==> src/rtl/time_of_day_counter_pkg.sv <==
// rtl/time_of_day_counter_pkg.sv - shared constants, field widths and field-select enum for the time-of-day counter
package time_of_day_counter_pkg;

    localparam int SEC_PER_MIN  = 60;
    localparam int MIN_PER_HOUR = 60;

    localparam int SEC_W  = 6;
    localparam int MIN_W  = 6;
    localparam int HOUR_W = 5;

    typedef enum logic [1:0] {
        FIELD_SEC,
        FIELD_MIN,
        FIELD_HOUR
    } field_sel_e;

endpackage

==> src/rtl/time_of_day_counter_field.sv <==
// rtl/time_of_day_counter_field.sv - mod-N field counter with carry-in, inc/dec adjust and clamped parallel load
module mod_n_field_counter #(
    parameter int MODULUS     = 60,
    parameter int WIDTH       = 6,
    parameter int RESET_VALUE = 0
) (
    input  logic             clk_i,
    input  logic             rst_n_i,
    input  logic             carry_i,
    input  logic             inc_i,
    input  logic             dec_i,
    input  logic             load_i,
    input  logic [WIDTH-1:0] load_value_i,
    output logic [WIDTH-1:0] value_o,
    output logic             carry_o
);

    localparam logic [WIDTH-1:0] MAX_VAL = WIDTH'(MODULUS - 1);
    localparam logic [WIDTH:0]   MOD_EXT = (WIDTH + 1)'(MODULUS);

    logic [WIDTH-1:0] value_q, value_d;
    logic [WIDTH:0]   plus2;
    logic             inc_eff, dec_eff;

    // Inc and dec together cancel; a carry-in stacks with inc or cancels a dec.
    always_comb begin
        inc_eff = inc_i & ~dec_i;
        dec_eff = dec_i & ~inc_i;
        plus2   = {1'b0, value_q} + (WIDTH + 1)'(2);
        value_d = value_q;
        if (load_i) begin
            value_d = (load_value_i > MAX_VAL) ? MAX_VAL : load_value_i;
        end else begin
            case ({carry_i, inc_eff, dec_eff})
                3'b100, 3'b010: value_d = (value_q == MAX_VAL) ? '0 : value_q + 1'b1;
                3'b110:         value_d = (plus2 >= MOD_EXT) ? WIDTH'(plus2 - MOD_EXT)
                                                             : plus2[WIDTH-1:0];
                3'b001:         value_d = (value_q == '0) ? MAX_VAL : value_q - 1'b1;
                default:        value_d = value_q;
            endcase
        end
    end

    always_ff @(posedge clk_i or negedge rst_n_i) begin
        if (!rst_n_i) begin
            value_q <= WIDTH'(RESET_VALUE);
        end else begin
            value_q <= value_d;
        end
    end

    assign value_o = value_q;
    assign carry_o = carry_i & (value_q == MAX_VAL);

endmodule

==> src/rtl/time_of_day_counter.sv <==
// rtl/time_of_day_counter.sv - hh:mm:ss.frac timekeeper with ripple carry, set-time adjust, load and carry pulses; 12-hour outputs under TIME_OF_DAY_COUNTER_12H_EN
module time_of_day_counter
    import time_of_day_counter_pkg::*;
#(
    parameter int TICKS_PER_SEC = 100,
    parameter int FRAC_WIDTH    = 7,
    parameter int HOURS_PER_DAY = 24,
    parameter int START_HOURS   = 0,
    parameter int START_MINUTES = 0,
    parameter int START_SECONDS = 0
) (
    input  logic                  i_Clk,
    input  logic                  i_Reset_n,
    input  logic                  i_Enable,
    input  logic                  i_Tick,
    input  logic                  i_Minutes_Inc,
    input  logic                  i_Minutes_Dec,
    input  logic                  i_Hours_Inc,
    input  logic                  i_Hours_Dec,
    input  logic                  i_Load,
    input  logic [HOUR_W-1:0]     i_Load_Hours,
    input  logic [MIN_W-1:0]      i_Load_Minutes,
    input  logic [SEC_W-1:0]      i_Load_Seconds,
    output logic [FRAC_WIDTH-1:0] o_Fraction,
    output logic [SEC_W-1:0]      o_Seconds,
    output logic [MIN_W-1:0]      o_Minutes,
    output logic [HOUR_W-1:0]     o_Hours,
    output logic                  o_Second_Pulse,
    output logic                  o_Minute_Pulse,
    output logic                  o_Day_Wrap
`ifdef TIME_OF_DAY_COUNTER_12H_EN
    ,
    output logic [4:0]            o_Hours_12,
    output logic                  o_PM
`endif
);

    logic adv, tick_c;
    logic frac_carry, sec_carry, min_carry, hour_carry;
    logic second_pulse_q, minute_pulse_q, day_wrap_q;

    // Load outranks enable, so the tick and adjust paths are muted during a load.
    assign adv    = i_Enable & ~i_Load;
    assign tick_c = adv & i_Tick;

    mod_n_field_counter #(
        .MODULUS(TICKS_PER_SEC), .WIDTH(FRAC_WIDTH), .RESET_VALUE(0)
    ) u_fraction (
        .clk_i(i_Clk), .rst_n_i(i_Reset_n), .carry_i(tick_c),
        .inc_i(1'b0), .dec_i(1'b0), .load_i(i_Load), .load_value_i('0),
        .value_o(o_Fraction), .carry_o(frac_carry)
    );

    mod_n_field_counter #(
        .MODULUS(SEC_PER_MIN), .WIDTH(SEC_W), .RESET_VALUE(START_SECONDS)
    ) u_seconds (
        .clk_i(i_Clk), .rst_n_i(i_Reset_n), .carry_i(frac_carry),
        .inc_i(1'b0), .dec_i(1'b0), .load_i(i_Load), .load_value_i(i_Load_Seconds),
        .value_o(o_Seconds), .carry_o(sec_carry)
    );

    mod_n_field_counter #(
        .MODULUS(MIN_PER_HOUR), .WIDTH(MIN_W), .RESET_VALUE(START_MINUTES)
    ) u_minutes (
        .clk_i(i_Clk), .rst_n_i(i_Reset_n), .carry_i(sec_carry),
        .inc_i(adv & i_Minutes_Inc), .dec_i(adv & i_Minutes_Dec),
        .load_i(i_Load), .load_value_i(i_Load_Minutes),
        .value_o(o_Minutes), .carry_o(min_carry)
    );

    mod_n_field_counter #(
        .MODULUS(HOURS_PER_DAY), .WIDTH(HOUR_W), .RESET_VALUE(START_HOURS)
    ) u_hours (
        .clk_i(i_Clk), .rst_n_i(i_Reset_n), .carry_i(min_carry),
        .inc_i(adv & i_Hours_Inc), .dec_i(adv & i_Hours_Dec),
        .load_i(i_Load), .load_value_i(i_Load_Hours),
        .value_o(o_Hours), .carry_o(hour_carry)
    );

    // Carry-outs come only from the tick chain, so adjust and load never pulse.
    always_ff @(posedge i_Clk or negedge i_Reset_n) begin
        if (!i_Reset_n) begin
            second_pulse_q <= 1'b0;
            minute_pulse_q <= 1'b0;
            day_wrap_q     <= 1'b0;
        end else begin
            second_pulse_q <= frac_carry;
            minute_pulse_q <= sec_carry;
            day_wrap_q     <= hour_carry;
        end
    end

    assign o_Second_Pulse = second_pulse_q;
    assign o_Minute_Pulse = minute_pulse_q;
    assign o_Day_Wrap     = day_wrap_q;

`ifdef TIME_OF_DAY_COUNTER_12H_EN
    if (HOURS_PER_DAY != 24) begin : g_bad_hours_per_day
        $error("time_of_day_counter: 12-hour outputs require HOURS_PER_DAY == 24");
    end

    always_comb begin
        o_PM = (o_Hours >= 5'd12);
        if (o_Hours == 5'd0) begin
            o_Hours_12 = 5'd12;
        end else if (o_Hours > 5'd12) begin
            o_Hours_12 = o_Hours - 5'd12;
        end else begin
            o_Hours_12 = o_Hours;
        end
    end
`endif

endmodule

==> config.mk <==
export PLATFORM = sky130hd
export DESIGN_NAME = time_of_day_counter
export DESIGN_NICKNAME = d
export VERILOG_FILES = /design/src/rtl/time_of_day_counter_pkg.sv /design/src/rtl/time_of_day_counter_field.sv /design/src/rtl/time_of_day_counter.sv
export SDC_FILE = /design/constraint.sdc
export NUM_CORES = 1
export LEC_CHECK = 0
export ABC_AREA = 1
export BUFFER_PORTS_ARGS = -buffer_cell sky130_fd_sc_hd__buf_4
export CORE_UTILIZATION = 55
export DETAILED_ROUTE_END_ITERATION = 6
export PLACE_DENSITY = 0.77
export SYNTH_ARGS = -nofsm -noshare
export SYNTH_HDL_FRONTEND = slang
export SYNTH_SLANG_ARGS = --single-unit
==> constraint.sdc <==
create_clock -name i_Clk -period 2.3 [get_ports i_Clk]
set_input_delay 0.23 -clock i_Clk [delete_from_list [all_inputs] [get_ports i_Clk]]
set_output_delay 0.23 -clock i_Clk [all_outputs]
set_load 0.02 [all_outputs]
Yosys cells after proc, flatten, opt, wreduce, memory -nomap -nowiden
Index checks and enable logic that the tools add are counted.
{"block": "totals", "reg_bits": 27, "input_bits": 26, "out_inout_bits": 27, "elab_cells": 80}
{"block": "op_classes", "add_sub_neg": 10, "n_lt_le_gt_ge": 5, "eq_ne": 12, "muxes": 19, "n_bitwise": 19, "n_reduce_logical": 8}
{"op": "6-bit 2-to-1 mux", "count": 9}
{"op": "5-bit 2-to-1 mux", "count": 5}
{"op": "7-bit 2-to-1 mux", "count": 3}
{"op": "6-bit one-hot mux with 3 select lines", "count": 1}
{"op": "5-bit one-hot mux with 3 select lines", "count": 1}
{"op": "1-bit AND", "count": 14}
{"op": "6-bit by 1-bit adder with 6-bit output, second input constant", "count": 2}
{"op": "3-bit equality test, second input constant", "count": 4}
{"op": "6-bit equality test, second input constant", "count": 2}
{"op": "6-bit greater-than comparator, second input constant", "count": 2}
{"op": "4-bit nonzero test", "count": 2}
{"op": "6-bit by 2-bit adder with 7-bit output, second input constant", "count": 1}
{"op": "7-bit by 1-bit adder with 7-bit output, second input constant", "count": 1}
{"op": "7-bit equality test, second input constant", "count": 1}
{"op": "7-bit by 6-bit >= comparator with 1-bit output, second input constant", "count": 1}
{"op": "5-bit by 2-bit adder with 6-bit output, second input constant", "count": 1}
{"op": "3-bit by 1-bit equality test with 1-bit output, second input constant", "count": 2}
{"op": "3-bit by 2-bit equality test with 1-bit output, second input constant", "count": 2}
{"op": "6-bit by 5-bit >= comparator with 1-bit output, second input constant", "count": 1}
{"op": "6-bit zero test", "count": 1}
{"op": "6-bit by 1-bit subtractor with 6-bit output, second input constant", "count": 1}
{"op": "6-bit subtractor, second input constant", "count": 1}
{"op": "5-bit by 1-bit adder with 5-bit output, second input constant", "count": 1}
{"op": "5-bit equality test, second input constant", "count": 1}
{"op": "7 further kinds", "count": 13}

Longest topological paths before layout
{"block": "depth", "ltp_word": 10, "mapped_depth": 15, "mapped_depth_nobuf": 15}

By module
Synthesis repeated with hierarchy kept, for this count alone.
{"block": "hier_totals", "hier_cells": 638, "area_unflattened_um2": 3950.0}
{"module": "mod_n_field_counter at u_fraction", "n_inst": 1, "cells_each": 206, "area_per_inst_um2": 1184.9, "seq_area_each_um2": 175.2}
{"module": "mod_n_field_counter at u_seconds", "n_inst": 1, "cells_each": 152, "area_per_inst_um2": 980.9, "seq_area_each_um2": 150.1}
{"module": "mod_n_field_counter at u_minutes", "n_inst": 1, "cells_each": 152, "area_per_inst_um2": 960.9, "seq_area_each_um2": 150.1}
{"module": "mod_n_field_counter at u_hours", "n_inst": 1, "cells_each": 112, "area_per_inst_um2": 696.9, "seq_area_each_um2": 125.1}
{"module": "time_of_day_counter", "n_inst": 1, "cells_each": 16, "area_per_inst_um2": 126.4, "seq_area_each_um2": 75.1}

Worst setup path after synthesis
Ideal clock, no wire load.
{"block": "synth_timing", "path_kind": "register to register", "start": "reg u_minutes.value_q[2] (netlist: u_minutes.value_o[2])", "end": "reg u_minutes.value_q[4] (netlist: u_minutes.value_o[4])", "setup_time_ns": 0.113, "arrival_time_ns": 1.811, "required_time_ns": 2.187, "path_slack_ns": 0.376, "stages_incl_launch_ff": 16, "path_buffers": 0, "cell_sequence": "dfrtp_1 -> ha_1 -> inv_1 -> nand2_1 -> nand2_1 -> inv_1 -> ha_1 -> nand2_1 -> nand2_1 -> nand3_1 -> nand2_1 -> nand2_1 -> nand3_1 -> nand3b_1 -> nand2_1 -> inv_1"}
{"block": "synth_via", "elab_chain_cells": 5, "word_cells_on_any_way": 12, "classes_between": "4 x add/sub; 1 x order compare; 1 x eq/ne; 5 x mux; 1 x reduce/logical"}
{"element": "from (decl)", "line": "time_of_day_counter_field.sv:21", "text": "logic [WIDTH-1:0] value_q, value_d;"}
{"element": "from (signal assigned)", "line": "time_of_day_counter_field.sv:46", "text": "value_q <= WIDTH'(RESET_VALUE);"}
{"element": "from (signal assigned)", "line": "time_of_day_counter_field.sv:48", "text": "value_q <= value_d;"}
{"element": "6-bit by 2-bit adder with 7-bit output", "line": "time_of_day_counter_field.sv:29", "text": "plus2 = {1'b0, value_q} + (WIDTH + 1)'(2);"}
{"element": "6-bit subtractor or 7-bit by 6-bit >= comparator with 1-bit output (tied branches)", "line": "time_of_day_counter_field.sv:36", "text": "3'b110: value_d = (plus2 >= MOD_EXT) ? WIDTH'(plus2 - MOD_EXT)"}
{"element": "6-bit 2-to-1 mux", "line": "time_of_day_counter_field.sv:36"}
{"element": "6-bit one-hot mux with 3 select lines (*)", "line": "time_of_day_counter_field.sv:34", "text": "case ({carry_i, inc_eff, dec_eff})"}
{"element": "6-bit 2-to-1 mux (*)", "line": "time_of_day_counter_field.sv:31", "text": "if (load_i) begin"}
Every way passes the cells marked *; elsewhere a longest branch is shown, timed or not.
A chain may end at the register's enable or synchronous reset.

Worst setup path after layout
{"block": "layout_timing", "start": "reg u_fraction.value_q[0] (netlist: u_fraction.value_o[0])", "end": "reg u_minutes.value_q[1] (netlist: u_minutes.value_o[1])"}
{"block": "layout_via", "elab_chain_cells": 7, "word_cells_on_any_way": 11, "classes_between": "5 x eq/ne; 2 x mux; 2 x bitwise; 2 x reduce/logical"}
{"element": "from (decl)", "line": "time_of_day_counter_field.sv:21"}
{"element": "from (signal assigned)", "line": "time_of_day_counter_field.sv:46"}
{"element": "from (signal assigned)", "line": "time_of_day_counter_field.sv:48"}
{"element": "7-bit equality test (*)", "line": "time_of_day_counter_field.sv:53", "text": "assign carry_o = carry_i & (value_q == MAX_VAL);"}
{"element": "1-bit AND (*)", "line": "time_of_day_counter_field.sv:53"}
{"element": "named net frac_carry", "line": "time_of_day_counter.sv:39", "text": "logic frac_carry, sec_carry, min_carry, hour_carry;"}
{"element": "1-bit AND (*)", "line": "time_of_day_counter_field.sv:53"}
{"element": "3-bit equality test or 3-bit by 2-bit equality test with 1-bit output (tied branches)", "line": "time_of_day_counter_field.sv:34"}
{"element": "2-bit OR reduction", "line": "time_of_day_counter_field.sv:34"}
{"element": "6-bit one-hot mux with 3 select lines", "line": "time_of_day_counter_field.sv:34"}
{"element": "6-bit 2-to-1 mux", "line": "time_of_day_counter_field.sv:31"}
Mark *: on every way through the listed nets, which the timed path passes. The rest lies on a longest branch.

==> impl_metrics.py <==
metrics = {
    "power_and_ir_drop": {
        "ir_drop_v": 0.000297,
        "leakagePower_nw": 1.65,
        "p_sw_mw": 0.739,
        "finalPower_mw": 1.70,
        "clock_power_share_pct": 17.3,
        "p_int_mw": 0.966,
        "power.density_nw_per_um2": 562,
        "seqPwrFrac_pct": 36.3,
        "swShare_pct": 43.4,
        "combPwrFrac_pct": 46.5,
    },
    "clock_network": {
        "htree_levels": 1,
        "path_clk_slew_ps": 100,
        "cts_tree": "built",
        "numCtsBuffers": 3,
        "cts_root_buffer": "clkbuf_8",
        "clockBufferDepth": 2,
        "post_cts_buffers": 0,
        "clkSinkCount": 27,
        "worstSkewPairLatency_ps": 280,
    },
    "global_routing": {
        "grt_pass1_vias": 2518,
        "grt_max_degree": 28,
        "grt_use_total_pct": 28.4,
        "antenna_found_initial": 0,
        "overflow": 0,
        "grt_pass1_wl_microns": 11200,
    },
    "floorplanning": {
        "core_area_sq_um": 4350,
        "start_util_pct": 57.5,
        "die_w_microns": 69.5,
        "die-area_sq_um": 4820,
        "rows": 24,
        "io_pins": 53,
        "fp.dieH_microns": 69.5,
    },
    "synthesis": {
        "synth-edff-count": 0,
        "async_flop_share_pct": 100,
        "seq_area_frac_synth_pct": 27.0,
        "yosys_most_used_dff": "dfrtp_1",
        "ys_top_cells_by_count": "104 x nand2_1, 54 x inv_1, 41 x nand3_1",
        "syn_nets": 420,
        "synth-warning-count": 0,
        "syn_inst": 376,
        "syn_area_sq_um": 2500,
        "avgSynthCellArea_sq_um": 6.66,
        "yosys.cell_types.count": 36,
        "yosys.cell_count.top_type": "nand2_1",
        "synth_top_cell_area_share_pct": 27.0,
        "synthTopCellsByArea": "dfrtp_1 27%, nand2_1 16%, ha_1 9.0%",
        "synth.largest_area_cell": "dfrtp_1",
        "synth-seq-cells": 27,
    },
    "critical_path": {
        "cp_max_fo": 5,
        "max_stage_delay_ps": 430,
        "worstSetupPathType": "reg2reg",
        "crit_path_end": "u_minutes.value_o[1]",
        "end_kind": "flip-flop",
        "crit_family": "simple AND/OR/NAND/NOR gates",
        "crit_chain": "ha_1 > inv_1 > nor2_1 > nand3_2 > nor2_8 > nand3_1 > inv_1 > nand2_1 > nand3_1 > nor2_1 > o21ai_1",
        "crit_arrival_ps": 2260,
        "worst-r2r-setup-slack_ps": 240,
        "cp_num_cells": 11,
        "cp_slowest_cell": "dfrtp_1",
        "crit_start": "u_fraction.value_o[0]",
        "rr_endpoint": "u_minutes.value_o[1]",
        "worstPathRequired_ps": 2500,
        "r2r_start": "u_fraction.value_o[0]",
        "cp_num_buf_inv": 2,
        "startpoint_type": "flip-flop",
        "r2r_cells": 11,
    },
    "placement": {
        "gp_congestion": 0.889,
        "pre_cts_ws_ps": 246,
        "placed_area_sq_um": 2960,
        "dp.final_hpwl_microns": 4840,
        "post-place-cells": 479,
        "io_buffers": 52,
    },
    "detailed_routing": {
        "avgRoutedWirePerCell_microns": 13.3,
        "wl_microns": 6440,
        "drcViolationCount": 0,
        "drt.antenna.violating_nets": 0,
        "drt_iter0_drc": 141,
        "routed_via_density": 5.39,
        "dr.pass1.iters": 4,
        "via_count": 2612,
    },
    "layout": {
        "drive_gt1_share_pct": 18.9,
        "layout.nets": 478,
        "regArea_sq_um": 677,
        "finalNonFillerCells": 485,
        "num-fill-cells": 404,
        "insertedDiodeCount": 0,
        "final_area_sq_um": 3030,
        "multi_input_area_sq_um": 1600,
        "areaGrowthSynthToFinish_pct": 21.2,
        "fin_util_pct": 69.7,
    },
    "timing": {
        "finalCriticalPeriod_ps": 2060,
        "hold_slack_ps": 162,
        "fmax_mhz": 486,
        "fin_tns_setup_ps": 0,
        "slew_violations": 0,
        "post-route-worst-setup-slack_ps": 242,
        "fin_skew_ps": 2.54,
        "setup_viol": 0,
        "worst_slew_pin_slew_ps": 386,
        "hold_viol": 0,
        "slew_headroom_pct": 74.3,
        "period_share_pct": 89.5,
    },
    "run": {
        "maxCapViolations": 0,
    },
    "min_path": {
        "min_path_type": "in2reg",
    },
    "outcome": {
        "status": "finished clean",
    },
}
[layout make-up]
| cell class | count | area share (%) |
|---|---|---|
| Multi-Input combinational cell | 289 | 52.7 |
| Sequential cell | 27 | 22.3 |
| Timing Repair Buffer | 56 | 13.9 |
| Inverter | 57 | 7.26 |
| Tap cell | 52 | 2.15 |
| Clock buffer | 3 | 1.36 |
| Clock inverter | 1 | 0.248 |
[worst reg2reg max path, cell delays in order, from the launching register on]
cell and delay, ps:
dfrtp_1 430, ha_1 240, inv_1 60, nor2_1 110, nand3_2 180, nor2_8 210
nand3_1 180, inv_1 210, nand2_1 70, nand3_1 80, nor2_1 50, o21ai_1 160
[logic make-up after synthesis]
group                      after synthesis  synth area share, %
adders and majority gates               18                 9.00
and+or+nand+nor                        212                 38.9
DFF                                     27                 27.0
buffers and inverters                   61                 9.75
xor gates and xnor gates                15                 5.25
AOI/OAI and AO/OA                       43                 10.0
[power by group through the flow]
stage / combinational [mW] / clock, mW / sequential [mW]
final: 0.792 / 0.294 / 0.618
after global routing: 0.901 / 0.319 / 0.629
after CTS: 0.791 / 0.305 / 0.615
after detailed placement: 0.786 / 0 / 0.624
after global placement: 0.772 / 0 / 0.622
after floorplan: 0.477 / 0 / 0.666
[cell usage in the layout (no fill, tap or decap)]
master,instances
a211oi_1,1
a21oi_1,9
a22o_1,1
a22oi_1,3
a41oi_1,1
buf_4,55
clkbuf_8,3
clkinv_2,1
clkinvlp_4,1
dfrtp_1,26
dfrtp_2,1
dlygate4sd3_1,1
ha_1,18
inv_1,53
inv_2,2
inv_6,1
nand2_1,104
nand2_2,4
nand2_4,2
nand3_1,40
nand3_2,3
nand3_4,1
nand3b_1,2
nand4_1,6
nand4_2,1
nor2_1,38
nor2_2,1
nor2_4,3
nor2_8,1
nor3_1,5
o211ai_1,4
o21ai_0,16
o21ai_1,3
o221ai_1,1
o22ai_1,4
or2_2,2
xnor2_1,1
xor2_1,14
[flip-flops by register name, summed over array words and instances (netlist names)]
signal              count
u_fraction.value_o      7
u_minutes.value_o       6
u_seconds.value_o       6
u_hours.value_o         5
o_Day_Wrap              1
o_Minute_Pulse          1
o_Second_Pulse          1
[worst min path at each step]
stage | startpoint | to | cells after the start
after global routing | i_Load_Seconds[5] | u_seconds.value_o[5] | 3
after global placement | i_Reset_n | u_seconds.value_o[4] | 1
after CTS | i_Load_Seconds[3] | u_seconds.value_o[3] | 3
final | i_Load_Seconds[3] | u_seconds.value_o[3] | 3
after detailed placement | i_Reset_n | u_seconds.value_o[4] | 1
after floorplan | i_Reset_n | o_Day_Wrap | 0
[per-layer routing]
metal | part of all wire, % | wire length, microns | up-vias | GRT usage, %
li1 | - | - | 1332 | -
met1 | 44 | 2800 | 1193 | 35.4
met2 | 50 | 3220 | 76 | 48.5
met3 | 4.7 | 300 | 11 | 3.49
met4 | 1.6 | 106 | 0 | 13.8
met5 | 0 | 0 | - | 0
[repair_timing]
item	CTS	global route
endpoints found under the setup margin	0	2
hold buffers	1	0
resized for setup	0	3
hold endpoints to repair	27	0
(Power assumes the default switching activity.)
